File: config.mk
export PLATFORM = sky130hd
export DESIGN_NAME = echo_distance
export DESIGN_NICKNAME = d
export VERILOG_FILES = /design/src/rtl/sonic_pkg.sv /design/src/rtl/seq_divider.sv /design/src/rtl/echo_distance.sv
export SDC_FILE = /design/constraint.sdc
export NUM_CORES = 1
export LEC_CHECK = 0
export BUFFER_PORTS_ARGS = -buffer_cell sky130_fd_sc_hd__buf_2
export CORE_MARGIN = 2
export CORE_UTILIZATION = 55
export DETAILED_ROUTE_END_ITERATION = 7
export HOLD_SLACK_MARGIN = 0.02
export PLACE_DENSITY_LB_ADDON = 0.2
export SYNTH_ARGS = -nofsm -noshare
export SYNTH_HDL_FRONTEND = slang
export SYNTH_SLANG_ARGS = --single-unit
File: constraint.sdc
create_clock -name clk -period 4.1 [get_ports clk]
set_input_delay 0.41 -clock clk [delete_from_list [all_inputs] [get_ports clk]]
set_output_delay 0.41 -clock clk [all_outputs]
set_load 0.02 [all_outputs]
File: src/rtl/sonic_pkg.sv
// sonic_pkg: shared types and constants for the echo distance path.
// State encoding, divider step count and averaging depth.
package sonic_pkg;

    typedef enum logic [2:0] {
        S_IDLE,
        S_DIV,
        S_CHECK,
        S_AVG,
        S_OUT
    } state_t;

    localparam int DIV_STEPS = 32;
    localparam int AVG_DEPTH = 4;

endpackage

File: src/rtl/seq_divider.sv
// seq_divider: 32-bit restoring shift-subtract divider, MSB first.
// done is high during the final step; quotient is valid the cycle after.
module seq_divider
    import sonic_pkg::*;
(
    input  logic        clk,
    input  logic        rst_n,
    input  logic        start,
    input  logic        abort,
    input  logic [31:0] dividend,
    input  logic [31:0] divisor,
    output logic [31:0] quotient,
    output logic        done
);

    logic [31:0] rem_q, rem_d;
    logic [31:0] quo_q, quo_d;
    logic [5:0]  cnt_q, cnt_d;
    logic        run_q, run_d;
    logic [32:0] shifted;
    logic [31:0] diff;
    logic        fits;

    // One quotient bit per cycle; abort wins over start.
    always_comb begin
        shifted = {rem_q, quo_q[31]};
        fits    = shifted >= {1'b0, divisor};
        diff    = shifted[31:0] - divisor;
        rem_d   = rem_q;
        quo_d   = quo_q;
        cnt_d   = cnt_q;
        run_d   = run_q;
        if (abort) begin
            run_d = 1'b0;
            cnt_d = '0;
        end else if (start) begin
            rem_d = '0;
            quo_d = dividend;
            cnt_d = 6'(DIV_STEPS);
            run_d = 1'b1;
        end else if (run_q) begin
            rem_d = fits ? diff : shifted[31:0];
            quo_d = {quo_q[30:0], fits};
            cnt_d = cnt_q - 6'd1;
            run_d = (cnt_q != 6'd1);
        end
    end

    // Divider state registers.
    always_ff @(posedge clk or negedge rst_n) begin
        if (!rst_n) begin
            rem_q <= '0;
            quo_q <= '0;
            cnt_q <= '0;
            run_q <= 1'b0;
        end else begin
            rem_q <= rem_d;
            quo_q <= quo_d;
            cnt_q <= cnt_d;
            run_q <= run_d;
        end
    end

    assign quotient = quo_q;
    assign done     = run_q & (cnt_q == 6'd1);

endmodule

File: src/rtl/echo_distance.sv
// echo_distance: echo pulse width to centimetres with saturation/timeout.
// Define ECHO_DIST_AVG_EN for a 4-deep running average of in-range results.
module echo_distance
    import sonic_pkg::*;
#(
    parameter int CNT_PER_CM = 5800,
    parameter int MAX_CM     = 400
) (
    input  logic        clk,
    input  logic        rst_n,
    input  logic [31:0] echo_time,
    input  logic        e_done,
    input  logic        re_idle,
    output logic [15:0] dist_cm,
    output logic        dist_valid,
    output logic        range_err,
    output logic        busy
);

    state_t      state_q, state_d;
    logic        e_prev_q, r_prev_q;
    logic        e_rise, r_rise;
    logic [15:0] res_q, res_d;
    logic        err_q, err_d;
    logic [15:0] dist_q, dist_d;
    logic        valid_q, valid_d;
    logic        rerr_q, rerr_d;
    logic        busy_q, busy_d;
    logic [15:0] avg_out;
    logic        div_start;
    logic        div_done;
    logic [31:0] quotient;

    assign e_rise    = e_done & ~e_prev_q;
    assign r_rise    = re_idle & ~r_prev_q;
    assign div_start = (state_q == S_IDLE) & e_rise & ~r_rise;

    seq_divider u_div (
        .clk      (clk),
        .rst_n    (rst_n),
        .start    (div_start),
        .abort    (r_rise),
        .dividend (echo_time),
        .divisor  (32'(CNT_PER_CM)),
        .quotient (quotient),
        .done     (div_done)
    );

`ifdef ECHO_DIST_AVG_EN
    logic [15:0] hist_q [AVG_DEPTH];
    logic [15:0] hist_d [AVG_DEPTH];
    logic        hist_ok_q, hist_ok_d;
    logic [17:0] sum;

    // Sliding window of in-range results, prefilled by the first one.
    always_comb begin
        hist_d    = hist_q;
        hist_ok_d = hist_ok_q;
        avg_out   = res_q;
        sum       = '0;
        if (state_q == S_AVG && !err_q && !r_rise) begin
            if (!hist_ok_q) begin
                for (int i = 0; i < AVG_DEPTH; i++)
                    hist_d[i] = res_q;
                hist_ok_d = 1'b1;
            end else begin
                for (int i = 0; i < AVG_DEPTH - 1; i++)
                    hist_d[i] = hist_q[i+1];
                hist_d[AVG_DEPTH-1] = res_q;
                for (int i = 0; i < AVG_DEPTH; i++)
                    sum = sum + 18'(hist_d[i]);
                avg_out = sum[17:2];
            end
        end
    end

    // History registers.
    always_ff @(posedge clk or negedge rst_n) begin
        if (!rst_n) begin
            for (int i = 0; i < AVG_DEPTH; i++)
                hist_q[i] <= '0;
            hist_ok_q <= 1'b0;
        end else begin
            hist_q    <= hist_d;
            hist_ok_q <= hist_ok_d;
        end
    end
`else
    // No averaging: AVG forwards the checked result.
    always_comb avg_out = res_q;
`endif

    // Conversion sequencing; a timeout edge aborts from any state.
    always_comb begin
        state_d = state_q;
        res_d   = res_q;
        err_d   = err_q;
        dist_d  = dist_q;
        valid_d = 1'b0;
        rerr_d  = rerr_q;
        busy_d  = busy_q;
        if (r_rise) begin
            state_d = S_IDLE;
            dist_d  = '0;
            rerr_d  = 1'b1;
            valid_d = 1'b1;
            busy_d  = 1'b0;
        end else begin
            unique case (state_q)
                S_IDLE: begin
                    if (e_rise) begin
                        state_d = S_DIV;
                        busy_d  = 1'b1;
                    end
                end
                S_DIV: begin
                    if (div_done)
                        state_d = S_CHECK;
                end
                S_CHECK: begin
                    if (quotient > 32'(MAX_CM)) begin
                        res_d = 16'(MAX_CM);
                        err_d = 1'b1;
                    end else begin
                        res_d = quotient[15:0];
                        err_d = 1'b0;
                    end
                    state_d = S_AVG;
                end
                S_AVG: begin
                    dist_d  = avg_out;
                    rerr_d  = err_q;
                    valid_d = 1'b1;
                    state_d = S_OUT;
                end
                S_OUT: begin
                    busy_d  = 1'b0;
                    state_d = S_IDLE;
                end
                default: state_d = S_IDLE;
            endcase
        end
    end

    // Control and output registers.
    always_ff @(posedge clk or negedge rst_n) begin
        if (!rst_n) begin
            state_q  <= S_IDLE;
            e_prev_q <= 1'b0;
            r_prev_q <= 1'b0;
            res_q    <= '0;
            err_q    <= 1'b0;
            dist_q   <= '0;
            valid_q  <= 1'b0;
            rerr_q   <= 1'b0;
            busy_q   <= 1'b0;
        end else begin
            state_q  <= state_d;
            e_prev_q <= e_done;
            r_prev_q <= re_idle;
            res_q    <= res_d;
            err_q    <= err_d;
            dist_q   <= dist_d;
            valid_q  <= valid_d;
            rerr_q   <= rerr_d;
            busy_q   <= busy_d;
        end
    end

    assign dist_cm    = dist_q;
    assign dist_valid = valid_q;
    assign range_err  = rerr_q;
    assign busy       = busy_q;

endmodule
==> flow_metrics.env, run 1 <==
export IMPL_status="completed"
export IMPL_ys_async_sr_fraction_pct=100.0
export IMPL_dp_hpwl_um=7429
export IMPL_place_gp_congestion=0.8280
export IMPL_relSlewSlack_pct=31.27
export IMPL_synth_nets=592
export IMPL_postCtsHoldBufs=0
export IMPL_grt_pass1_vias=4048
export IMPL_grt_max_degree=85
export IMPL_overflow=0
export IMPL_route_detailed_drc=0
export IMPL_final_cell_area_um2=5796
export IMPL_cts_sinks=112
export IMPL_critPathRequiredTime_ps=4400
export IMPL_crit_path_end_kind="register"
export IMPL_r2r_start="u_div.rem_q[14]"
export IMPL_crit_type="reg2reg"
export IMPL_cp_startpoint="u_div.rem_q[14]"
export IMPL_final_antenna_net_count=0
export IMPL_drt_iter0_markers=217
export IMPL_final_common_cell="dfrtp_1"
export IMPL_reg2reg_slack_ps=1420
export IMPL_critPathLaunchType="register"
export IMPL_grt_setup_unrepaired="no"
export IMPL_numCtsBuffers=9
export IMPL_vias_per_cell=5.676
export IMPL_cp_arrival_ps=2980
export IMPL_vias=4104
export IMPL_avgRoutedWirePerCell_um=15.34
export IMPL_drive_above_1_share_pct=15.82
export IMPL_layout_common_cells="112 x dfrtp_1, 72 x nand2_1, 60 x nor2_1, 55 x a21oi_1, 53 x buf_2"
export IMPL_start_util_pct=56.64
export IMPL_yosys_area_top_type_share_pct=53.55
export IMPL_die_h_um=101.6
export IMPL_finalSetupTns_ps=0
export IMPL_num_io_pins=55
export IMPL_htree_num_levels=3
export IMPL_power_density_nw_per_um2=664.0
export IMPL_synth_area_per_cell_um2=9.464
export IMPL_reg2reg_to="u_div.rem_q[4]"
export IMPL_crit_fanout=20
export IMPL_place_area_um2=5617
export IMPL_netlist_area_um2=5234
export IMPL_std_cell_rows=35
export IMPL_hold_violations=0
export IMPL_clock_latency_ps=370
export IMPL_die_x_um=101.6
export IMPL_area_growth_pct=10.73
export IMPL_synth_area_leader_cell="dfrtp_1"
export IMPL_diodes=0
export IMPL_yosysWarnings=0
export IMPL_wl_um=11090
export IMPL_period_share_pct=65.34
export IMPL_min_period_ps=2679
export IMPL_drv_slew=0
export IMPL_cts_clk_slew_worst_paths_ps=110
export IMPL_postCtsSetupRepairBufs=0
export IMPL_p_leak_nw=2.506
export IMPL_track_usage_pct=22.92
export IMPL_cts_resized=0
export IMPL_cap_violations=0
export IMPL_tightest_slew_ps=1026
export IMPL_synth_edff_count=0
export IMPL_port_buffers=54
export IMPL_max_clock_path_buffers=2
export IMPL_antenna_found_initial=0
export IMPL_design_die_area_um2=10310
export IMPL_endpoint="u_div.rem_q[4]"
export IMPL_fin_skew_ps=15.24
export IMPL_rr_worst_depth=7
export IMPL_grt_pass1_wl_um=19040
export IMPL_layout_nets=629
export IMPL_setup_violations=0
export IMPL_hp_class="in2reg"
export IMPL_synthTopCellsByArea="dfrtp_1 54%, a21oi_1 5.4%, nand2_1 5.2%"
export IMPL_yosysSeqAreaShare_pct=53.55
export IMPL_synth_cell_types=49
export IMPL_ir_drop_mv=0.3340
export IMPL_core_area_um2=9240
export IMPL_ys_flop_type="dfrtp_1"
export IMPL_cts_tree="yes"
export IMPL_cts_root_buf="clkbuf_8"
export IMPL_first_pass_iters=5
export IMPL_p_total_w=0.003848
export IMPL_ys_ff_latch=112
export IMPL_fmax_ghz=0.3733
export IMPL_netlist_instances=553
## power by group
group / switching, W / internal (W) / leakage, nW
registers: 0.000344 / 0.00143 / 1.40
clock network: 0.000372 / 0.000241 / 0.0907
logic: 0.000876 / 0.000586 / 1.02
total: 0.00159 / 0.00226 / 2.51
## layout make-up
cell class                 count  area [µm²]
timing repair buffer          63       340.3
multi-input combinational    394        2275
clock buffer                  10       137.6
clock inverter                 5       41.29
fill                         785        3445
inverter                      10       37.54
sequential                   112        2803
tap                          129       161.4
## per-layer routing
metal / routed length (µm) / vias to the layer above / GRT usage, %
met5: 0 / - / 0
met4: 102 / 0 / 6.549
met3: 393 / 10 / 3.106
met2: 5321 / 86 / 37.50
met1: 5273 / 1968 / 32.20
li1: - / 2040 / -
## critical path, stage by stage (launching register included)
cell       delay (ps)
dfrtp_1           440
or4_4             570
nor2_1            220
o2111ai_2         270
buf_4             290
nor2_1            340
mux2_1            370
o21ai_1           110
## logic make-up after synthesis
| logic type | after synthesis | share of synthesized area (%) |
|---|---|---|
| simple gates | 192 | 16.95 |
| compound gates | 171 | 20.68 |
| flops | 112 | 53.55 |
| buf+inv | 47 | 3.371 |
| xor+xnor | 27 | 4.518 |
| fa+ha+maj | 3 | 0.7173 |
| mux | 1 | 0.2151 |
## Yosys cell counts, types with 2 or more instances
cell / number
nor3_1: 10
o21ai_1: 25
or2_2: 2
nand4_1: 3
dfrtp_1: 112
o211ai_1: 9
inv_1: 10
nand3_1: 6
or2_1: 2
nor2_1: 60
o2111ai_1: 5
and2_1: 7
o2111a_1: 2
nor2b_1: 3
o21bai_1: 5
xnor2_1: 10
or3_1: 3
xor2_1: 17
a22o_1: 9
o21a_1: 4
o21ai_2: 2
o22ai_1: 34
nor4_1: 8
ha_1: 3
a21oi_1: 56
o21ai_0: 6
or4_1: 4
nand2_1: 72
a2111oi_2: 3
clkbuf_1: 37
a211oi_1: 3
nand3b_1: 3
or4_4: 2
## state kept, by name, summed over array words and instances, names as in the netlist
name,count
err_q,1
avg_out,16
e_prev_q,1
dist_cm,16
u_div.cnt_q,6
busy,1
u_div.quotient,32
u_div.rem_q,32
state_q,3
range_err,1
dist_valid,1
u_div.run_q,1
r_prev_q,1
## through the flow
stage	utilization, %	hold WS (ps)	std cells	setup slack, ps
finish	62.72	159.6	723	1421
global route	62.72	149.8	723	1250
CTS	62.72	148.0	723	1422
detailed placement	60.79	470.5	708	1399
global placement	60.79	461.7	708	1502
floorplan	-	114.4	553	1595
## worst min path at each step
| stage | startpoint | endpoint | cells past startpoint |
|---|---|---|---|
| after global routing | re_idle | r_prev_q | 1 |
| after detailed placement | avg_out[7] | avg_out[7] | 2 |
| after global placement | avg_out[7] | avg_out[7] | 2 |
| after floorplan | rst_n | avg_out[0] | 0 |
| after CTS | re_idle | r_prev_q | 1 |
| final | re_idle | r_prev_q | 1 |
Power figures use the tool's default switching activity.
==> inputs of run 2 (changes only) <==
Settings changed: CORE_UTILIZATION 55 to 53.
Clock period 4.1 ns to 2.15 ns, I/O delays scaled along.
==> run 2 against run 1 <==
  * The run now ends with negative setup slack left
  * Final cell count increased by 9.4%
  * Fmax is 10% higher
  * Register-to-register slack worse by 1700 ps
  * Sequential power rose by 83%
  * Via count rose by 10%
  * Final area rose by 15%
  * Critical path depth fell by 1
  * Combinational power increased to 3.2 times the previous value
  * Worst hold slack worse by 18 ps
  * Critical endpoint is now u_div.rem_q[29]
  * Largest power group is now combinational logic
  * Highest routed layer unchanged
==> flow_metrics.env, run 2 (synthesis gave the netlist of run 1 again) <==
export IMPL_status="complete, but fails checks"
export IMPL_violations="negative setup slack"
export IMPL_crit_fanout=4
export IMPL_place_gp_congestion=0.8345
export IMPL_crit_type="reg2reg"
export IMPL_p_leak_nw=2.908
export IMPL_first_pass_iters=5
export IMPL_antenna_found_initial=0
export IMPL_htree_num_levels=3
export IMPL_hp_class="in2reg"
export IMPL_drt_iter0_markers=316
export IMPL_vias_per_cell=5.727
export IMPL_drv_slew=0
export IMPL_place_area_um2=6098
export IMPL_final_antenna_net_count=0
export IMPL_final_cell_area_um2=6638
export IMPL_port_buffers=54
export IMPL_dp_hpwl_um=8211
export IMPL_std_cell_rows=36
export IMPL_period_share_pct=112.9
export IMPL_overflow=0
export IMPL_fin_cells=791
export IMPL_cts_sinks=112
export IMPL_route_detailed_drc=0
export IMPL_crit_path_end_kind="register"
export IMPL_die_x_um=103.4
export IMPL_area_growth_pct=26.82
export IMPL_min_period_ps=2428
export IMPL_final_common_cell="dfrtp_1"
export IMPL_cts_tree="yes"
export IMPL_placed_cells=762
export IMPL_ir_drop_mv=1.254
export IMPL_clock_latency_ps=380
export IMPL_drive_above_1_share_pct=26.75
export IMPL_max_clock_path_buffers=2
export IMPL_tightest_slew_ps=764.8
export IMPL_start_util_pct=54.04
export IMPL_layout_nets=692
export IMPL_grt_setup_unrepaired="yes"
export IMPL_grt_max_degree=41
export IMPL_critPathLaunchType="register"
export IMPL_diodes=0
export IMPL_num_io_pins=55
export IMPL_wl_um=12690
export IMPL_track_usage_pct=25.08
export IMPL_hold_violations=0
export IMPL_cts_root_buf="clkbuf_8"
export IMPL_core_area_um2=9684
export IMPL_avgRoutedWirePerCell_um=16.04
export IMPL_fin_skew_ps=7.380
export IMPL_cp_arrival_ps=2700
export IMPL_fill_cells=758
export IMPL_layout_common_cells="112 x dfrtp_1, 72 x nand2_1, 57 x nor2_1, 56 x buf_4, 55 x a21oi_1"
export IMPL_numCtsBuffers=9
export IMPL_worst_slack_ps=-278.1
export IMPL_vias=4530
export IMPL_design_die_area_um2=10690
export IMPL_critPathRequiredTime_ps=2420
export IMPL_setup_violations=30
export IMPL_cap_violations=0
export IMPL_cts_clk_slew_worst_paths_ps=100
export IMPL_fmax_ghz=0.4118
export IMPL_relSlewSlack_pct=48.83
export IMPL_grt_pass1_wl_um=20910
export IMPL_grt_pass1_vias=4320
export IMPL_die_h_um=103.4
export IMPL_power_density_nw_per_um2=1370
==> run 2: area by class of cell <==
type                       count  area (µm²)  share of cell area (%)
clock inverter                 6       43.79                  0.6598
sequential                   112        2803                   42.22
clock buffer                  10       127.6                   1.923
tap                          133       166.4                   2.507
multi-input combinational    394        2492                   37.55
timing repair buffer         126       967.2                   14.57
inverter                      10       37.54                  0.5655
==> run 2: through the flow <==
stage / power [W] / worst slack (ps) / hold slack (ps) / setup TNS [ps] / util (%)
after CTS: 0.008731 / -281.0 / 139.4 / -2413 / 67.38
final: 0.009092 / -278.1 / 142.0 / -4195 / 68.54
after floorplan: 0.005639 / -264.5 / -80.59 / -4452 / -
after global routing: 0.009715 / -343.3 / 135.1 / -6112 / 68.54
after global placement: 0.006803 / -247.0 / 176.5 / -1853 / 62.97
after detailed placement: 0.006931 / -264.7 / 178.9 / -2466 / 62.97
==> run 2: path summary, 6_finish.rpt <==
path | slack [ps] | cells after the start | end | start
worst max-delay path | -280 | 6 | u_div.rem_q[29] | u_div.rem_q[15]
worst min-delay path | 140 | 3 | u_div.quotient[0] | echo_time[0]
worst max register to register | -280 | 6 | u_div.rem_q[29] | u_div.rem_q[15]
worst min register to register | 480 | 2 | avg_out[8] | avg_out[8]
max in group asynchronous | 1200 | 3 | u_div.rem_q[23] | rst_n
min in group asynchronous | 300 | 2 | u_div.quotient[15] | rst_n
==> run 2: critical path, cell delays in order (launching register included) <==
cell and delay (ps):
dfrtp_1 400, or4_4 540, or2_4 260, or4_4 550, a2111oi_4 320, xnor2_1 180
o21ai_2 70
==> run 2: timing repair <==
action,in CTS,in global routing
resized for setup,23,14
cloned,2,0
endpoints found under the setup margin,27,32
hold endpoints to repair,31,0
hold buffers,3,0
setup buffers,5,3
pin swaps,13,17
==> run 2: metal layers <==
metal	GRT usage [%]	vias to the layer above	wire [µm]
li1	-	2173	-
met1	33.75	2242	5738
met2	41.19	94	6221
met3	4.772	21	470
met4	8.198	0	257
met5	0	-	0
==> run 2: where the power goes <==
group	leakage [nW]	internal [W]	total, W	switching [W]
registers	1.40	0.00273	0.00324	0.000511
clock network	0.0870	0.000429	0.00115	0.000723
logic	1.42	0.00220	0.00470	0.00250
total	2.91	0.00536	0.00909	0.00374
==> inputs of run 3 (changes only) <==
Settings changed: RECOVER_POWER from default to 100.
==> run 3 against run 2 <==
  * The run still ends with negative setup slack left
  * Clock power is essentially flat
  * Sequential power is essentially flat
  * Critical endpoint unchanged
  * First-iteration DRC count shrank 17%
  * Final area shrank 1.3%
  * Highest routed layer unchanged
  * Sequential share of layout area grew 0.54 points
  * Worst hold slack lost 2.9 ps
  * Largest power group unchanged
  * Global-route usage is the same
  * Flip-flop and latch count is the same
==> flow_metrics.env, run 3 (synthesis gave the netlist of run 1 again) <==
export IMPL_overflow=0
export IMPL_min_period_ps=2429
export IMPL_setup_violations=65
export IMPL_reg2reg_to="u_div.rem_q[29]"
export IMPL_cts_sinks=112
export IMPL_fin_skew_ps=8.121
export IMPL_numCtsBuffers=9
export IMPL_worst_path_most_repeated_cell="or4_4"
export IMPL_vias=4536
export IMPL_avgRoutedWirePerCell_um=16.03
export IMPL_die_x_um=103.4
export IMPL_status="complete, but fails checks"
export IMPL_route_detailed_drc=0
export IMPL_antenna_found_initial=0
export IMPL_die_h_um=103.4
export IMPL_layout_nets=692
export IMPL_crit_path_end_kind="register"
export IMPL_crit_type="reg2reg"
export IMPL_core_area_um2=9684
export IMPL_htree_num_levels=3
export IMPL_design_die_area_um2=10690
export IMPL_std_cell_rows=36
export IMPL_violations="negative setup slack"
export IMPL_crit_chain="or4_4 > or2_4 > or4_4 > a2111oi_4 > xnor2_1 > o21ai_2"
export IMPL_place_gp_congestion=0.8345
export IMPL_r2r_start="u_div.rem_q[15]"
export IMPL_drv_slew=0
export IMPL_reg2reg_slack_ps=-280
export IMPL_final_common_cell="dfrtp_1"
export IMPL_path_buf_inv=0
export IMPL_start_util_pct=54.04
export IMPL_fmax_ghz=0.4118
export IMPL_worst_slack_ps=-278.6
export IMPL_port_buffers=54
export IMPL_drive_above_1_share_pct=22.49
export IMPL_diodes=0
export IMPL_rr_worst_depth=6
export IMPL_cp_slowest_cell="or4_4"
export IMPL_num_io_pins=55
export IMPL_cts_root_buf="clkbuf_8"
export IMPL_track_usage_pct=25.08
export IMPL_grt_pass1_wl_um=20910
export IMPL_p_leak_nw=2.786
export IMPL_min_path_cells=3
export IMPL_min_to="u_div.quotient[0]"
export IMPL_crit_fanout=4
export IMPL_utilization_pct=67.67
export IMPL_critPathLaunchType="register"
export IMPL_final_antenna_net_count=0
export IMPL_grt_max_degree=41
export IMPL_hold_violations=0
export IMPL_period_share_pct=113.0
export IMPL_p_total_w=0.009044
export IMPL_finalSetupTns_ps=-7008
export IMPL_clock_latency_ps=380
export IMPL_fill_cells=782
export IMPL_relSlewSlack_pct=29.19
export IMPL_critPathRequiredTime_ps=2430
export IMPL_grt_setup_unrepaired="yes"
export IMPL_cap_violations=0
export IMPL_max_clock_path_buffers=2
export IMPL_hp_start="echo_time[0]"
export IMPL_wl_um=12680
export IMPL_cts_clk_slew_worst_paths_ps=100
export IMPL_layout_common_cells="112 x dfrtp_1, 72 x nand2_1, 57 x nor2_1, 55 x a21oi_1, 48 x buf_4"
export IMPL_cp_arrival_ps=2700
export IMPL_area_growth_pct=25.22
export IMPL_critPathTopFamily="simple AND/OR/NAND/NOR gates"
export IMPL_first_pass_iters=4
export IMPL_ir_drop_mv=1.248
export IMPL_cts_tree="yes"
export IMPL_power_density_nw_per_um2=1380
export IMPL_tightest_slew_ps=1062
export IMPL_dp_hpwl_um=8211
export IMPL_vias_per_cell=5.735
export IMPL_grt_pass1_vias=4320
export IMPL_critPathMaxStageDelay_ps=550
export IMPL_hp_class="in2reg"
export IMPL_drt_iter0_markers=262
## run 3: cell type report
| cell class | count | area, µm² | share of cell area, % |
|---|---|---|---|
| Timing Repair Buffer | 126 | 888.4 | 13.55 |
| Inverter | 10 | 37.54 | 0.5727 |
| Multi-Input combinational cell | 394 | 2487 | 37.95 |
| Sequential cell | 112 | 2803 | 42.76 |
| Clock inverter | 6 | 43.79 | 0.6682 |
| Clock buffer | 10 | 127.6 | 1.947 |
| Tap cell | 133 | 166.4 | 2.539 |
## run 3: worst max-delay path by stage
stage	from	end	slack [ps]	cells past startpoint
after CTS	u_div.rem_q[15]	u_div.rem_q[29]	-280	6
after detailed placement	u_div.rem_q[15]	u_div.rem_q[29]	-260	6
after floorplan	u_div.rem_q[25]	u_div.rem_q[22]	-260	8
after global placement	u_div.rem_q[15]	u_div.rem_q[27]	-250	6
after global routing	u_div.rem_q[15]	u_div.rem_q[29]	-340	6
final	u_div.rem_q[15]	u_div.rem_q[29]	-280	6
## run 3: repair_timing
item / in CTS / in global routing
setup buffers: 5 / 3
hold buffers: 3 / 0
gates cloned: 2 / 0
pin swaps: 13 / 17
endpoints found under the hold margin: 31 / 0
gates resized for setup: 23 / 14
setup endpoints to repair: 27 / 32
## run 3: tightest hold or removal path, stage by stage
cell,delay [ps]
buf_2,120
o32ai_2,80
a21oi_1,70
## run 3: where the power goes
group	leakage, nW	internal (W)	switching [W]
sequential	1.40	0.00273	0.000513
combinational	1.30	0.00216	0.00249
clock	0.0870	0.000429	0.000721
total	2.79	0.00532	0.00373
## run 3: per-stage QoR
stage / setup slack, ps / cell area (µm²) / hold WS (ps) / cells
floorplan: -264.5 / 5314 / -80.59 / 553
global placement: -247.0 / 6098 / 176.5 / 762
detailed placement: -264.7 / 6098 / 178.9 / 762
CTS: -281.0 / 6525 / 139.4 / 788
global route: -343.3 / 6554 / 135.1 / 791
finish: -278.6 / 6554 / 139.1 / 791
## run 3: layer usage
metal	vias to the layer above	GRT usage, %	part of all wire, %
met3	19	4.772	3.6
met2	101	41.19	49
met4	0	8.198	2.0
met5	-	0	0
li1	2178	-	-
met1	2238	33.75	45
